`src/rtl/pipe_issue_sched.sv`:
```
// ---------------------------------------------------------------------------
// pipe_issue_sched
//
// Two-requester instruction issue scheduler. Each requester owns a FIFO of
// DEPTH entries. Every cycle at most one queue head is popped (round-robin
// when both queues hold work) and presented one cycle later on inst_out, with
// issue_valid/issue_src qualifying it. Cycles with no issue carry a NOP
// (8'h00). A flush empties both queues and suppresses issue and pushes for
// that cycle.
//
// Optional feature: define SCHED_HAZARD_STALL_EN to track the destination
// register of the previously issued instruction and insert a NOP bubble when
// the selected head reads it (RAW stall). Without the macro the pipeline is
// assumed to forward, so no bubbles are inserted and no tracker exists.
//
// Parameters
//   DEPTH  per-requester queue depth (power of 2, >= 2)
//   CNT_W  width of the per-requester issue counters
//
// Ports
//   clk                      clock, rising edge
//   rst                      asynchronous reset, active low
//   req0_valid/req1_valid    requester offers an instruction
//   req0_inst/req1_inst      {op[7:6], rs1[5:4], rs2[3:2], rd[1:0]}
//   req0_ready/req1_ready    queue not full and no flush this cycle
//   flush                    discard all queued instructions
//   inst_out                 registered instruction to the pipeline
//   issue_valid              inst_out carries a requester instruction
//   issue_src                requester index of inst_out (when issue_valid)
//   issue_cnt0/issue_cnt1    wrapping issue counters per requester
//   busy                     FSM not IDLE or any queue non-empty
// ---------------------------------------------------------------------------
module pipe_issue_sched #(
  parameter int DEPTH = 2,
  parameter int CNT_W = 8
) (
  input  logic             clk,
  input  logic             rst,
  input  logic             req0_valid,
  input  logic [7:0]       req0_inst,
  output logic             req0_ready,
  input  logic             req1_valid,
  input  logic [7:0]       req1_inst,
  output logic             req1_ready,
  input  logic             flush,
  output logic [7:0]       inst_out,
  output logic             issue_valid,
  output logic             issue_src,
  output logic [CNT_W-1:0] issue_cnt0,
  output logic [CNT_W-1:0] issue_cnt1,
  output logic             busy
);

  localparam int AW = $clog2(DEPTH);

  typedef enum logic [1:0] {
    IDLE  = 2'd0,
    ISSUE = 2'd1,
    FLUSH = 2'd2
  } state_t;

  state_t state, state_nxt;

  // Queue storage and bookkeeping, indexed by requester.
  logic [7:0]    mem       [2][DEPTH];
  logic [AW-1:0] rd_ptr    [2];
  logic [AW-1:0] wr_ptr    [2];
  logic [AW:0]   count     [2];
  logic [AW:0]   count_nxt [2];
  logic [7:0]    push_inst [2];

  logic [1:0] not_empty;
  logic [1:0] full;
  logic [1:0] push;
  logic [1:0] pop;
  logic       sel;       // requester whose head is considered this cycle
  logic       stall;     // hazard bubble instead of issuing the head
  logic       do_pop;
  logic       rr_last;   // requester granted most recently
  logic [7:0] head;

`ifdef SCHED_HAZARD_STALL_EN
  logic [1:0] haz_rd;    // rd of the instruction issued last cycle
  logic       haz_we;    // that instruction writes rd (op != 00)
`endif

  // -------------------------------------------------------------------------
  // Selection, handshakes and next occupancy
  // -------------------------------------------------------------------------
  // NOTE: every signal driven here gets a value on every path (defaults
  // first), so the block stays purely combinational and infers no latches.
  always_comb begin
    push_inst[0] = req0_inst;
    push_inst[1] = req1_inst;

    for (int i = 0; i < 2; i++) begin
      not_empty[i] = (count[i] != '0);
      full[i]      = (count[i] == (AW+1)'(DEPTH));
    end

    // Ready looks only at current occupancy: a full queue refuses a push
    // even in a cycle where it is also popped.
    req0_ready = !full[0] && !flush;
    req1_ready = !full[1] && !flush;
    push       = {req1_valid && req1_ready, req0_valid && req0_ready};

    // Only one queue with work wins outright; with both, the one not
    // granted last time wins.
    if (&not_empty) sel = ~rr_last;
    else            sel = not_empty[1];

    head = mem[sel][rd_ptr[sel]];

`ifdef SCHED_HAZARD_STALL_EN
    stall = haz_we && ((head[5:4] == haz_rd) || (head[3:2] == haz_rd));
`else
    stall = 1'b0;
`endif

    // Flush outranks any pop; an empty queue pair has nothing to pop.
    do_pop = (|not_empty) && !flush && !stall;
    pop    = {do_pop && sel, do_pop && !sel};

    for (int i = 0; i < 2; i++) begin
      count_nxt[i] = count[i] + (AW+1)'(push[i]) - (AW+1)'(pop[i]);
    end
  end

  // -------------------------------------------------------------------------
  // Queue pointers and occupancy
  // -------------------------------------------------------------------------
  // NOTE: sequential state is updated with non-blocking assignments only, so
  // every flop samples pre-edge values regardless of block ordering.
  always_ff @(posedge clk or negedge rst) begin
    if (!rst) begin
      for (int i = 0; i < 2; i++) begin
        rd_ptr[i] <= '0;
        wr_ptr[i] <= '0;
        count[i]  <= '0;
      end
    end else if (flush) begin
      for (int i = 0; i < 2; i++) begin
        rd_ptr[i] <= '0;
        wr_ptr[i] <= '0;
        count[i]  <= '0;
      end
    end else begin
      for (int i = 0; i < 2; i++) begin
        if (push[i]) wr_ptr[i] <= wr_ptr[i] + AW'(1);
        if (pop[i])  rd_ptr[i] <= rd_ptr[i] + AW'(1);
        count[i] <= count_nxt[i];
      end
    end
  end

  // NOTE: the entry storage has no reset; occupancy counts alone decide
  // which entries are meaningful, so clearing the array would buy nothing.
  always_ff @(posedge clk) begin
    for (int i = 0; i < 2; i++) begin
      if (push[i]) mem[i][wr_ptr[i]] <= push_inst[i];
    end
  end

  // -------------------------------------------------------------------------
  // Control FSM
  // -------------------------------------------------------------------------
  always_ff @(posedge clk or negedge rst) begin
    if (!rst) state <= IDLE;
    else      state <= state_nxt;
  end

  always_comb begin
    state_nxt = state;
    if (flush) begin
      state_nxt = FLUSH;
    end else begin
      case (state)
        IDLE:    if (|not_empty) state_nxt = ISSUE;
        ISSUE:   if ((count_nxt[0] == '0) && (count_nxt[1] == '0)) state_nxt = IDLE;
        FLUSH:   state_nxt = IDLE;
        default: state_nxt = IDLE;
      endcase
    end
  end

  assign busy = (state != IDLE) || (|not_empty);

  // -------------------------------------------------------------------------
  // Issue register, round-robin pointer and counters
  // -------------------------------------------------------------------------
  // A popped head lives only in these flops until the next edge, so reset
  // discards anything popped but not yet presented.
  always_ff @(posedge clk or negedge rst) begin
    if (!rst) begin
      inst_out    <= 8'h00;
      issue_valid <= 1'b0;
      issue_src   <= 1'b0;
      rr_last     <= 1'b1;
      issue_cnt0  <= '0;
      issue_cnt1  <= '0;
    end else begin
      inst_out    <= do_pop ? head : 8'h00;
      issue_valid <= do_pop;
      issue_src   <= do_pop && sel;
      if (do_pop) rr_last    <= sel;
      if (pop[0]) issue_cnt0 <= issue_cnt0 + CNT_W'(1);
      if (pop[1]) issue_cnt1 <= issue_cnt1 + CNT_W'(1);
    end
  end

`ifdef SCHED_HAZARD_STALL_EN
  // Any cycle without an issue (bubble, idle, flush) sends a NOP down the
  // pipe, which writes nothing, so the tracker clears.
  always_ff @(posedge clk or negedge rst) begin
    if (!rst) begin
      haz_rd <= 2'b00;
      haz_we <= 1'b0;
    end else begin
      haz_rd <= do_pop ? head[1:0] : 2'b00;
      haz_we <= do_pop && (head[7:6] != 2'b00);
    end
  end
`endif

endmodule

```
`config.mk`:
```
export PLATFORM = sky130hd
export DESIGN_NAME = pipe_issue_sched
export DESIGN_NICKNAME = d
export VERILOG_FILES = /design/src/rtl/pipe_issue_sched.sv
export SDC_FILE = /design/constraint.sdc
export NUM_CORES = 1
export LEC_CHECK = 0
export ABC_AREA = 0
export BUFFER_PORTS_ARGS = -buffer_cell sky130_fd_sc_hd__buf_2
export CELL_PAD_IN_SITES_DETAIL_PLACEMENT = 1
export CELL_PAD_IN_SITES_GLOBAL_PLACEMENT = 1
export CORE_ASPECT_RATIO = 0.5
export CORE_MARGIN = 4
export CORE_UTILIZATION = 45
export CTS_CLUSTER_DIAMETER = 50
export DETAILED_ROUTE_END_ITERATION = 10
export PLACE_DENSITY_LB_ADDON = 0.1
export REMOVE_ABC_BUFFERS = 1
export SLEW_MARGIN = 15
export SYNTH_ARGS = -nofsm -noshare
export SYNTH_HDL_FRONTEND = slang
export SYNTH_SLANG_ARGS = --single-unit
```
`constraint.sdc`:
```
create_clock -name clk -period 2.61 [get_ports clk]
set_clock_uncertainty 0.2 [all_clocks]
set_input_delay 0.1305 -clock clk [delete_from_list [all_inputs] [get_ports clk]]
set_output_delay 0.1305 -clock clk [all_outputs]
set_load 0.02 [all_outputs]
```
## Word level (Yosys, flattened, before mapping)

Memory sizes are Yosys's and may differ from the RTL's.
Index checks and enable logic that the tools add are counted.

- Reduce and logical (&&, ||, !) cells: 28
- Magnitude comparators: 6
- Multiplexer cells: 27
- Add/subtract/negate cells: 10
- Eq/ne operators: 5
- Bitwise operators: 5

Operators by type and width:

| cell | number |
|---|---|
| $mux W8 | 6 |
| $mux W16 | 2 |
| $add A8 B1 Y8 const B | 2 |
| $demux W8 S1 | 2 |
| $reduce_bool A2 Y1 | 7 |
| $logic_and A1 B1 Y1 | 10 |
| $mux W1 | 10 |
| $mux W2 | 5 |
| $ge A2 B2 Y1 const B | 4 |
| $not A1 Y2 | 4 |
| $logic_not A2 Y1 | 3 |
| $ne A3 B3 Y1 const B | 2 |
| $add A1 B1 Y1 const B | 4 |
| $add A2 B1 Y2 | 2 |
| $eq A2 B2 Y1 const B | 2 |
| $logic_not A1 Y1 | 4 |
| $lt A2 B1 Y1 const B | 2 |
| $mux W4 | 1 |
| $pmux W2 S2 | 1 |
| $reduce_and A2 Y1 | 2 |
| $sub A2 B1 Y2 | 2 |
| $eq A2 B1 Y1 const B | 1 |
| $reduce_or A2 Y1 | 1 |
| $logic_or A1 B1 Y1 | 1 |
| $not A1 Y1 | 1 |

- Bits in writable memories: 32
- Memories kept: 1
- Register bits: 37

Memories:

| memory | depth | bits a word | rd ports | clocked after memory_dff | write ports | line | source |
|---|---|---|---|---|---|---|---|
| mem | 2 | 16 | 1 | 0 | 2 | 65 | `logic [7:0] mem [2][DEPTH];` |

## Longest topological paths before layout

- Depth in word-level cells: 12
- Mapped depth: 10

## Worst setup path before layout

OpenSTA, ideal clock, no wires.

- Kind: reg2reg
- Start: register count[0] in the netlist's numbering
- End: register state[0]
- Path buffers: 0
- Setup slack: 0.199 ns
- Data required time: 2.309 ns
- Stages on the path, launching flop included: 11
- Data arrival time: 2.110 ns
- Path through: dfrtp_1 -> inv_1 -> a21oi_1 -> nand2_1 -> ha_1 -> inv_1 -> ha_1 -> xor2_1 -> xnor2_1 -> and4_1 -> nor4_1

- Word-level cells in the longest chain between the ends: 10

RTL lines:

| what | line | source |
|---|---|---|
| start, declared | 68 | `logic [AW:0] count [2];` |
| start signal, assigned by index | 151 | `count[i] <= count_nxt[i];` |
| $eq A2 B2 Y1 | 98 | `full[i] = (count[i] == (AW+1)'(DEPTH));` |
| $logic_not A1 Y1 | 104 | `req1_ready = !full[1] && !flush;` |
| $logic_and A1 B1 Y1 | 104 |  |
| net req1_ready | 44 | `output logic req1_ready,` |
| $logic_and A1 B1 Y1 | 105 | `push = {req1_valid && req1_ready, req0_valid && req0_ready};` |
| $add A2 B1 Y2 | 125 | `count_nxt[i] = count[i] + (AW+1)'(push[i]) - (AW+1)'(pop[i]);` |
| $sub A2 B1 Y2 | 125 |  |
| $logic_not A2 Y1 | 179 | `ISSUE: if ((count_nxt[0] == '0) && (count_nxt[1] == '0)) state_nxt = IDLE;` |
| $logic_and A1 B1 Y1 | 179 |  |
| $ne A3 B3 Y1 (no source line) | n/a |  |
| $reduce_and A2 Y1 (no source line) | n/a |  |
| end signal, assigned | 169 | `else state <= state_nxt;` |
| end, declared | 62 | `state_t state, state_nxt;` |

The timed path passes the listed nets, and every way through them passes these cells.
A chain may end at the register's enable or synchronous reset.

## Worst setup path after layout

- Start: input port flush
- End: register state[0]

- Word-level cells in the longest chain between the ends: 9

RTL lines:

| what | line | source |
|---|---|---|
| start, declared | 45 | `input logic flush,` |
| $logic_not A1 Y1 | 103, 104, 121 |  |
| $logic_and A1 B1 Y1, on equally long branches | 103, 104 |  |
| $logic_and A1 B1 Y1 | 105 |  |
| $add A2 B1 Y2 | 125 |  |
| $sub A2 B1 Y2 | 125 |  |
| $logic_not A2 Y1 | 179 |  |
| $logic_and A1 B1 Y1 | 179 |  |
| $ne A3 B3 Y1 (no source line) | n/a |  |
| $reduce_and A2 Y1 (no source line) | n/a |  |

Several ways; a longest one is shown, not always the timed one.

==> results.toml <==
[cells_and_area]
antenna_cells = 0
regArea_um2 = 1890
area_delta_synth_final_pct = 28.6
final_nets = 297
fill_cells = 615
final_layout_size_suffix_gt1_share_pct = 27.3
multi_input_area_um2 = 850

[min_path]
hold_class = "reg -> reg"
min_from = "state[1]"

[flow_run]
timing.max_cap.violations = 0

[floorplanning]
placeableCoreArea_um2 = 6060
rows = 20
dieArea_um2 = 7640
die_h_um = 63.9
initial_utilization_pct = 46.4
ios = 50
die_w_um = 120

[synth]
yosys-top-cells-area = "edfxtp_1, dfrtp_1, a211oi_1"
yosysSeqAreaShare_pct = 67.2
synth_edf_count = 32
syn_area_um2 = 2810
yosysTopAreaCell = "edfxtp_1"
synth_seq_cells = 69
synth_top_area_share_pct = 34.2
avgSynthCellArea_um2 = 14.5
yosysUniqueCellTypes = 33
ys_dominant_reg_cell = "dfrtp_1"
synth_common_cells = "dfrtp_1, edfxtp_1, a211oi_1, xnor2_1, mux2i_1"
yosysMostFrequentCell = "dfrtp_1"
yosysWarnings = 0
synth_cells = 194
async_reset_ff_share_pct = 53.6

[drt]
routedWlPerCell_um = 16.4
drt_wl_total_um = 5950
via_per_inst = 4.94
route.detailed.drc = 0
ant_nets = 0
first_pass_iters = 4
num_vias = 1793
drt_iter0_drc = 60

[power]
pwr-share-comb_pct = 29.0
p_int_mw = 2.48
swShare_pct = 35.4
ir_worst_vdd_v = 0.000526
power_frac_seq_pct = 42.4
clockPowerShare_pct = 28.7
p_sw_mw = 1.36
power.leakage_nw = 1.58
power.density_nw_per_um2 = 1060

[critical_path]
endpoint_kind = "flop"
startpoint = "flush"
cp.required_ns = 2.64
worst_setup_path_start_kind = "primary input"
critPathMaxFanout = 16
critPathArrivalTime_ns = 2.44
criticalPathCategory = "in -> reg"
r2r_start = "count[2]"

[cts]
htree_levels = 3
cts.sinks = 69
cts_tree = "built"
ctsRootBufferMaster = "clkbuf_16"
clk_latency_ns = 0.33
clockBufferDepth = 2
cts_inserted_buffers = 9
post_cts_buffers = 0
clk_pin_slew_ns = 0.06

[placement]
gp_congestion = 0.734
hpwl_um = 3950
io_buffers = 49
dpl_worst_slack_ns = 0.324

[global_routing]
grt_max_degree = 38
grt_antenna_before_repair = 0
grt_pass1_wl_um = 9980
track_usage_pct = 17.5
overflow = 0
first_global_vias = 1961

[timing]
fmax_ghz = 0.415
finalCriticalPeriod_ns = 2.41
hold_violations = 0
fin_crit_sh_pct = 92.3
max-slew-margin-rel_pct = 42.0
worstMarginPinSlew_ns = 0.870
rsz0062_at_grt = "no"
setup_viol = 0
fin_ws_ns = 0.201
drv_slew = 0
finalSetupTns_ns = 0

[run_status]
outcome = "complete, no violations"
## repair_timing
action,in CTS,in global routing
endpoints found under the hold margin,74,0
gates resized for setup,0,0
hold buffers,20,0
## metal layers
metal	track usage, %	share of wire (%)	vias up
met5	0	0	-
met1	20.6	44	894
met3	7.25	5.3	6
met4	5.56	0.87	0
li1	-	-	858
met2	29.6	50	35
## state kept, by name, summed over array words and instances (netlist names)
| name | count |
|---|---|
| issue_cnt0 | 8 |
| rr_last | 1 |
| rd_ptr | 2 |
| state | 2 |
| issue_valid | 1 |
| inst_out | 8 |
| count | 4 |
| wr_ptr | 2 |
| mem | 32 |
| issue_cnt1 | 8 |
| issue_src | 1 |
## worst paths after layout
kind / end / slack [ns] / depth (start not counted)
max: state[0] / 0.20 / 11
min: state[0] / 0.23 / 1
max reg2reg: state[0] / 0.32 / 10
min reg2reg: state[0] / 0.23 / 1
max in group asynchronous: inst_out[5] / 1.40 / 2
min in group asynchronous: issue_src / 0.25 / 2
## cells by family after synthesis
logic type	after synthesis	synth area share, %
compound gates	22	5.79
xor+xnor	19	5.93
fa+ha+maj	6	2.67
buf+inv	13	2.50
flops	69	67.2
mux	13	4.72
simple gates	52	11.1
## area by class of cell
| type | count | share of cell area [%] |
|---|---|---|
| Sequential cell | 69 | 52.3 |
| Multi-Input combinational cell | 112 | 23.5 |
| Timing Repair Buffer | 73 | 13.2 |
| Clock buffer | 10 | 6.34 |
| Tap cell | 88 | 3.05 |
| Clock inverter | 6 | 1.11 |
| Inverter | 5 | 0.520 |
## layout by cell type (no fill, tap or decap), types with 5 or more instances in the layout
cell	count
buf_2	49
dfrtp_1	36
edfxtp_1	32
dlygate4sd3_1	20
a211oi_1	16
xnor2_1	12
mux2i_1	11
nor2b_1	10
nor2_1	9
clkbuf_16	9
nand2_1	7
xor2_1	7
nand4_1	7
ha_1	6
inv_1	5
## critical path: stages
cell,delay (ns)
dlygate4sd3_1,0.53
buf_2,0.23
a21oi_1,0.24
nand2_1,0.15
ha_1,0.30
inv_1,0.04
ha_1,0.18
xor2_1,0.15
xnor2_1,0.14
and4_1,0.19
nor4_1,0.15
## metrics by stage
| step | hold slack (ns) | util (%) | std cells | total power, mW | area, um^2 |
|---|---|---|---|---|---|
| finish | 0.226 | 59.6 | 363 | 3.84 | 3610 |
| global route | 0.249 | 59.6 | 363 | 4.08 | 3610 |
| CTS | 0.225 | 59.6 | 363 | 3.89 | 3610 |
| detailed placement | 0.103 | 51.9 | 327 | 2.75 | 3140 |
| global placement | 0.0850 | 51.9 | 327 | 2.70 | 3140 |
| floorplan | -0.365 | - | 186 | 2.33 | 2760 |
## power groups by stage
stage | registers (mW) | clock network (mW) | logic, mW
2_1_floorplan | 1.79 | 0 | 0.535
3_3_place_gp | 1.63 | 0 | 1.07
3_5_place_dp | 1.65 | 0 | 1.10
4_1_cts | 1.63 | 1.12 | 1.14
5_1_grt | 1.67 | 1.18 | 1.23
6_report | 1.63 | 1.10 | 1.11
Power figures use the tool's default switching activity.
